File: config.mk
export PLATFORM = sky130hd
export DESIGN_NAME = ntt_masked_mult_sched
export DESIGN_NICKNAME = d
export VERILOG_FILES = /design/src/rtl/ntt_defines_pkg.sv /design/src/rtl/ntt_rr_arbiter.sv /design/src/rtl/ntt_masked_mult_sched.sv
export SDC_FILE = /design/constraint.sdc
export NUM_CORES = 2
export LEC_CHECK = 0
export BUFFER_PORTS_ARGS = -buffer_cell sky130_fd_sc_hd__buf_2
export CAP_MARGIN = 5
export CORE_MARGIN = 2
export CORE_UTILIZATION = 45
export CTS_CLUSTER_SIZE = 30
export DETAILED_ROUTE_END_ITERATION = 12
export GPL_TIMING_DRIVEN = 0
export PLACE_DENSITY = 0.64
export RECOVER_POWER = 100
export SLEW_MARGIN = 20
export SYNTH_ARGS = -nofsm -noshare
export SYNTH_HDL_FRONTEND = slang
export SYNTH_SLANG_ARGS = --single-unit
File: constraint.sdc
create_clock -name clk -period 3.21 [get_ports clk]
set_input_delay 0.642 -clock clk [delete_from_list [all_inputs] [get_ports clk]]
set_output_delay 0.642 -clock clk [all_outputs]
set_load 0.01 [all_outputs]
File: src/rtl/ntt_defines_pkg.sv
// Shared constants and types for the NTT masked-multiplier scheduling logic.
// Contents:
//   MASKED_MULT_LATENCY  issue-to-result latency of the two-share BFU multiplier
//   mult_sched_state_e   scheduler flush/drain state
//   mult_sched_entry_t   {vld, id, tag} record carried alongside the multiplier pipeline
package ntt_defines_pkg;

  // mult + A2B + reduction + B2A + output reg
  localparam int unsigned MASKED_MULT_LATENCY = 210;

  localparam int unsigned SCHED_NUM_REQ = 2;
  localparam int unsigned SCHED_ID_W    = (SCHED_NUM_REQ > 1) ? $clog2(SCHED_NUM_REQ) : 1;
  localparam int unsigned SCHED_TAG_W   = 8;

  typedef enum logic [1:0] {
    SCHED_ACTIVE = 2'd0,
    SCHED_DRAIN  = 2'd1,
    SCHED_DONE   = 2'd2,
    SCHED_HOLD   = 2'd3
  } mult_sched_state_e;

  typedef struct packed {
    logic                   vld;
    logic [SCHED_ID_W-1:0]  id;
    logic [SCHED_TAG_W-1:0] tag;
  } mult_sched_entry_t;

endpackage

File: src/rtl/ntt_rr_arbiter.sv
// Round-robin arbiter for a shared resource.
// Ports:
//   clk, reset_n  clock, async active-low reset
//   clear         sync return of the search pointer to requester 0
//   req           request vector
//   advance       a grant was taken this cycle; pointer moves past the winner
//   grant         one-hot winner (zero when no request)
//   index         binary index of the winner (zero when no request)
//   any           at least one request is present
module ntt_rr_arbiter #(
  parameter int unsigned NUM_REQ = 2,
  localparam int unsigned ID_W = (NUM_REQ > 1) ? $clog2(NUM_REQ) : 1
) (
  input  logic                clk,
  input  logic                reset_n,
  input  logic                clear,
  input  logic [NUM_REQ-1:0]  req,
  input  logic                advance,
  output logic [NUM_REQ-1:0]  grant,
  output logic [ID_W-1:0]     index,
  output logic                any
);

  // Search start position: one past the last granted requester.
  logic [ID_W-1:0]    ptr_q;
  logic [NUM_REQ-1:0] rot;
  logic [ID_W-1:0]    off;
  logic [ID_W:0]      sum;

  assign any = |req;

  always_comb begin
    // Rotate so that bit 0 is the requester at the search start.
    rot = NUM_REQ'({req, req} >> ptr_q);
    off = '0;
    for (int i = NUM_REQ - 1; i >= 0; i--) begin
      if (rot[i]) off = ID_W'(i);
    end
    sum = {1'b0, ptr_q} + {1'b0, off};
    if (sum >= (ID_W + 1)'(NUM_REQ)) sum = sum - (ID_W + 1)'(NUM_REQ);
    index = any ? sum[ID_W-1:0] : '0;
    grant = '0;
    for (int c = 0; c < NUM_REQ; c++) begin
      grant[c] = any && (index == ID_W'(c));
    end
  end

  always_ff @(posedge clk or negedge reset_n) begin
    if (!reset_n) begin
      ptr_q <= '0;
    end else if (clear) begin
      ptr_q <= '0;
    end else if (advance) begin
      ptr_q <= (index == ID_W'(NUM_REQ - 1)) ? '0 : index + 1'b1;
    end
  end

endmodule

File: src/rtl/ntt_masked_mult_sched.sv
// Issue scheduler and tag tracker for the fixed-latency two-share masked BFU multiplier.
// Ports:
//   clk, reset_n           clock, async active-low reset
//   zeroize                sync clear of all state; forces every output to 0
//   req_valid/req_tag      per-requester operand-ready and tag (tag sampled on grant)
//   req_ready              one-hot grant, combinational
//   rnd_valid/rnd_consume  masking randomness fresh / advance entropy source on issue
//   mult_issue/mult_sel    operand strobe and operand mux select to the multiplier
//   flush_req/flush_done   stop granting and drain; one-cycle pulse when drained
//   res_valid/res_id/res_tag  retiring op, exactly LATENCY clks after its issue
//   inflight, busy         outstanding count; activity indication
module ntt_masked_mult_sched
  import ntt_defines_pkg::*;
#(
  parameter int unsigned NUM_REQ      = 2,
  parameter int unsigned TAG_W        = 8,
  parameter int unsigned LATENCY      = MASKED_MULT_LATENCY,
  parameter int unsigned MAX_INFLIGHT = 210,
  localparam int unsigned ID_W  = (NUM_REQ > 1) ? $clog2(NUM_REQ) : 1,
  localparam int unsigned CNT_W = $clog2(MAX_INFLIGHT + 1)
) (
  input  logic                     clk,
  input  logic                     reset_n,
  input  logic                     zeroize,
  input  logic [NUM_REQ-1:0]       req_valid,
  input  logic [NUM_REQ*TAG_W-1:0] req_tag,
  output logic [NUM_REQ-1:0]       req_ready,
  input  logic                     rnd_valid,
  output logic                     rnd_consume,
  output logic                     mult_issue,
  output logic [ID_W-1:0]          mult_sel,
  input  logic                     flush_req,
  output logic                     flush_done,
  output logic                     res_valid,
  output logic [ID_W-1:0]          res_id,
  output logic [TAG_W-1:0]         res_tag,
  output logic [CNT_W-1:0]         inflight,
  output logic                     busy
);

  typedef struct packed {
    logic             vld;
    logic [ID_W-1:0]  id;
    logic [TAG_W-1:0] tag;
  } entry_t;

  entry_t            pipe_q [LATENCY];
  logic [CNT_W-1:0]  inflight_q, inflight_d;
  mult_sched_state_e state_q, state_d;

  logic [NUM_REQ-1:0] arb_grant;
  logic [ID_W-1:0]    arb_index;
  logic               arb_any;
  logic [TAG_W-1:0]   sel_tag;
  logic               live;
  logic               issue;
  logic               retire;

  // Reset is folded in so nothing can be granted while reset is asserted.
  assign live   = reset_n && !zeroize;
  assign retire = pipe_q[LATENCY-1].vld;
  assign issue  = live && (state_q == SCHED_ACTIVE) && rnd_valid && arb_any && !flush_req &&
                  (inflight_q < CNT_W'(MAX_INFLIGHT));

  ntt_rr_arbiter #(
    .NUM_REQ (NUM_REQ)
  ) u_arb (
    .clk     (clk),
    .reset_n (reset_n),
    .clear   (zeroize),
    .req     (req_valid),
    .advance (issue),
    .grant   (arb_grant),
    .index   (arb_index),
    .any     (arb_any)
  );

  always_comb begin
    sel_tag = '0;
    for (int i = 0; i < NUM_REQ; i++) begin
      if (arb_index == ID_W'(i)) sel_tag = req_tag[i*TAG_W +: TAG_W];
    end
  end

  assign req_ready   = issue ? arb_grant : '0;
  assign mult_issue  = issue;
  assign rnd_consume = issue;
  assign mult_sel    = issue ? arb_index : '0;

  // Tag delay line mirrors the non-stallable multiplier: shifts every cycle.
  always_ff @(posedge clk or negedge reset_n) begin
    if (!reset_n) begin
      for (int i = 0; i < LATENCY; i++) pipe_q[i] <= '0;
    end else if (zeroize) begin
      for (int i = 0; i < LATENCY; i++) pipe_q[i] <= '0;
    end else begin
      pipe_q[0] <= issue ? entry_t'{vld: 1'b1, id: arb_index, tag: sel_tag} : '0;
      for (int i = 1; i < LATENCY; i++) pipe_q[i] <= pipe_q[i-1];
    end
  end

  always_comb begin
    inflight_d = inflight_q;
    if (issue && !retire) inflight_d = inflight_q + 1'b1;
    else if (!issue && retire) inflight_d = inflight_q - 1'b1;
  end

  always_comb begin
    state_d = state_q;
    unique case (state_q)
      SCHED_ACTIVE: if (flush_req) state_d = SCHED_DRAIN;
      // No issues in DRAIN, so a retire of the last op empties the pipe this cycle.
      SCHED_DRAIN:  if (inflight_q == CNT_W'(retire)) state_d = SCHED_DONE;
      SCHED_DONE:   state_d = flush_req ? SCHED_HOLD : SCHED_ACTIVE;
      SCHED_HOLD:   if (!flush_req) state_d = SCHED_ACTIVE;
      default:      state_d = SCHED_ACTIVE;
    endcase
  end

  always_ff @(posedge clk or negedge reset_n) begin
    if (!reset_n) begin
      inflight_q <= '0;
      state_q    <= SCHED_ACTIVE;
    end else if (zeroize) begin
      inflight_q <= '0;
      state_q    <= SCHED_ACTIVE;
    end else begin
      inflight_q <= inflight_d;
      state_q    <= state_d;
    end
  end

  assign res_valid  = live && pipe_q[LATENCY-1].vld;
  assign res_id     = res_valid ? pipe_q[LATENCY-1].id : '0;
  assign res_tag    = res_valid ? pipe_q[LATENCY-1].tag : '0;
  assign inflight   = live ? inflight_q : '0;
  assign flush_done = live && (state_q == SCHED_DONE);
  assign busy       = live && ((inflight_q != '0) || (state_q != SCHED_ACTIVE));

endmodule

==> out/metrics.yaml <==
outcome:
  status: "complete, but fails checks"
  violations: "negative setup slack"
yosys:
  ys_ff_latch: 2111
  synth_cell_types: 45
  yosys_warnings: 0
  syn_area_um2: 67700
  synth_top_area_cell: "dfrtp_1"
  synth_top_area_frac: 0.781
  async_reset_ff_frac: 1.00
  synthTopCellsByArea: "dfrtp_1 78%, nor2b_1 19%, clkbuf_1 1.3%"
  ys_seq_area_frac: 0.781
  syn_avg_cell_area_um2: 14.8
  syn_nets: 4601
  post_synth_inst_count: 4571
  synth_ff_type: "dfrtp_1"
  synth-edff-count: 0
floorplan:
  rows: 142
  die_y_um: 392
  start_util: 0.452
  io_pins: 48
  die_w_um: 392
  core_um2: 150000
  dieArea_um2: 153000
hold_path:
  whs_path_depth: 3
  hp-start: "req_tag[15]"
  min_path_type: "in -> reg"
sta:
  drv_slew: 0
  setup_viol: 2
  worstMarginPinSlew_ns: 1.42
  timing.final.crit_share: 1.05
  rsz0062_at_grt: "yes"
  slew_headroom: 0.0505
  hold_violations: 0
  max_freq_mhz: 297
  fin_crit_ns: 3.37
  setup-tns-final_ns: -0.285
  layout_setup_ws_ns: -0.158
  skew_ns: 0.0478
job:
  cap_violations: 0
cts:
  cts.clk_slew.worst_paths_ns: 0.06
  h-tree-depth: 4
  cts_tree: "built"
  cts_buffers: 198
  clkLatencyLatePin_ns: 0.80
  root_buffer: "clkbuf_16"
  cts.sinks: 2111
  cts_buffer_depth: 3
setup_path:
  path_class: "reg -> out"
  crit_start: "inflight_q[5]$_DFFE_PN0P_"
  critPathTopFamily: "simple AND/OR/NAND/NOR gates"
  critical_path_arrival_ns: 2.73
  max_stage_delay_ns: 0.54
  worst_setup_path_end_kind: "output port"
  critPathBufInv: 1
  crit_chain: "or4_4 > or4_4 > o41a_1 > buf_2"
  worstPathMaxFanout: 2
  ff2ff_path_depth: 11
  cp_slowest_cell: "or4_4"
  r2r_start: "inflight_q[5]$_DFFE_PN0P_"
  startpoint_type: "register"
  critical_path_depth: 4
  cp_common_cell: "or4_4"
  worstPathRequired_ns: 2.57
global_route:
  grt_pass1_vias: 32600
  grt_pass1_wl_mm: 167
  antenna_found_initial: 2
  grt_usage: 0.134
  grt_max_degree: 149
  grt.overflow.total: 0
final_layout:
  fillers: 12200
  final_area_um2: 77800
  fin_nets: 4875
  area_growth_pct: 15.0
  drive_gt1_frac: 0.0797
pwr:
  p_per_area_nw_per_um2: 663
  peakVddDrop_v: 0.000494
  p_leak_nw: 38.7
route:
  viasPerCell: 4.38
  drt_iter0_markers: 1368
  drc_errors: 0
  wl_per_cell_um: 13.8
  drtPass1Iterations: 4
  wirelength_mm: 96.9
  postRouteAntennaNets: 0
  dr_total_vias: 30800
placement:
  dpl_cell_area_um2: 70900
  portBuffers: 46
  gp_congestion: 0.725
  dp.final_hpwl_mm: 55.5
path summary, 6_finish.rpt:
check	to	slack, ns
max in group asynchronous	pipe_q[981]$_DFF_PN0_	0.12
worst max register to register	inflight_q[6]$_DFFE_PN0P_	-0.13
worst min register to register	pipe_q[1678]$_DFF_PN0_	0.42
worst max-delay path	busy	-0.16
min in group asynchronous	pipe_q[1362]$_DFF_PN0_	1.03
worst min-delay path	pipe_q[2097]$_DFF_PN0_	0.09
what timing repair did:
action,in CTS,in global routing
gates cloned,0,1
resized for setup,19,4
pin swaps,9,3
endpoints found under the setup margin,8,155
hold buffers,3,0
buffers inserted,8,1
endpoints found under the hold margin,103,0
sequential cells by signal, indices dropped and copies added, names as in the netlist:
name / count
pipe_q: 2099
inflight_q: 8
state_q: 2
retire: 1
u_arb.ptr_q: 1
power breakdown:
| group | switching, W | total, W | internal (W) |
|---|---|---|---|
| combinational | 0.000974 | 0.00114 | 0.000164 |
| clock | 0.00980 | 0.0238 | 0.0140 |
| sequential | 0.00000776 | 0.0266 | 0.0266 |
| total | 0.0108 | 0.0516 | 0.0408 |
cells in the final DEF (no fill, tap or decap), drive strengths merged, types with 2 or more instances in the layout:
cell	Yosys	routed
dfrtp	2111	2111
nor3	4	4
bufinv	0	16
a211oi	4	4
nor2	22	22
ha	6	6
mux2i	10	10
buf	6	59
inv	7	14
clkinv	0	39
clkinvlp	0	4
a211o	2	2
or4	2	2
nand2	4	4
nor2b	2097	2097
diode	0	3
and3	9	9
o21ai	6	6
and2	9	9
clkbuf	238	554
a21oi	7	7
nand3	5	5
synth_stat cells, drive strengths merged, types with 2 or more instances:
| library cell | n |
|---|---|
| a21oi | 7 |
| inv | 7 |
| dfrtp | 2111 |
| and2 | 9 |
| o21ai | 6 |
| a211oi | 4 |
| nor3 | 4 |
| buf | 6 |
| a211o | 2 |
| nor2 | 22 |
| and3 | 9 |
| nand3 | 5 |
| nand2 | 4 |
| or4 | 2 |
| mux2i | 10 |
| clkbuf | 238 |
| ha | 6 |
| nor2b | 2097 |
metal layers:
layer / global-route usage / wire length (um) / up-vias / part of all wire
met2: 0.198 / 43400 / 311 / 0.45
met3: 0.0282 / 3710 / 189 / 0.038
met1: 0.200 / 47600 / 15900 / 0.49
met5: 0 / 0 / - / 0
li1: - / - / 14400 / -
met4: 0.0434 / 2240 / 0 / 0.023
cell families after synthesis:
logic type	synth area share
AO/OA/AOI/OAI	0.00331
XOR/XNOR	0.000259
adder cells (fa/ha/maj)	0.00141
buffers and inverters	0.0142
flip-flops	0.781
multiplexers	0.00165
AND/OR/NAND/NOR	0.199
worst register-to-register path, cell delays in order, from the launching register on:
cell,delay [ns]
dfrtp_2,0.41
or4_4,0.54
o2111a_1,0.16
or3_1,0.40
buf_6,0.14
buf_12,0.14
ha_1,0.33
o21a_1,0.20
o31a_1,0.11
or4b_4,0.47
a32o_1,0.24
a21oi_2,0.11
layout make-up:
class,instances,area [um^2],area share
clock inverter,66,957,0.0123
tap,2016,2520,0.0324
antenna,3,7.51,0.0000965
multi-input combinational,2209,14000,0.180
clock buffer,296,5870,0.0755
sequential,2111,52800,0.679
timing repair buffer,75,662,0.00851
buffer,243,942,0.0121
inverter,7,28.8,0.000370
through the flow:
stage	util	total power (W)	hold slack (ns)	instances	setup slack (ns)
after CTS	0.521	0.0523	0.00643	7021	-0.233
final	0.520	0.0516	0.0888	7026	-0.158
after detailed placement	0.474	0.0283	0.446	6649	-0.790
after floorplan	-	0.0275	0.346	4571	-0.0409
after global routing	0.520	0.0536	0.0423	7024	-0.241
after global placement	0.471	0.0282	0.440	6633	-43.01
Power figures use the tool's default switching activity.
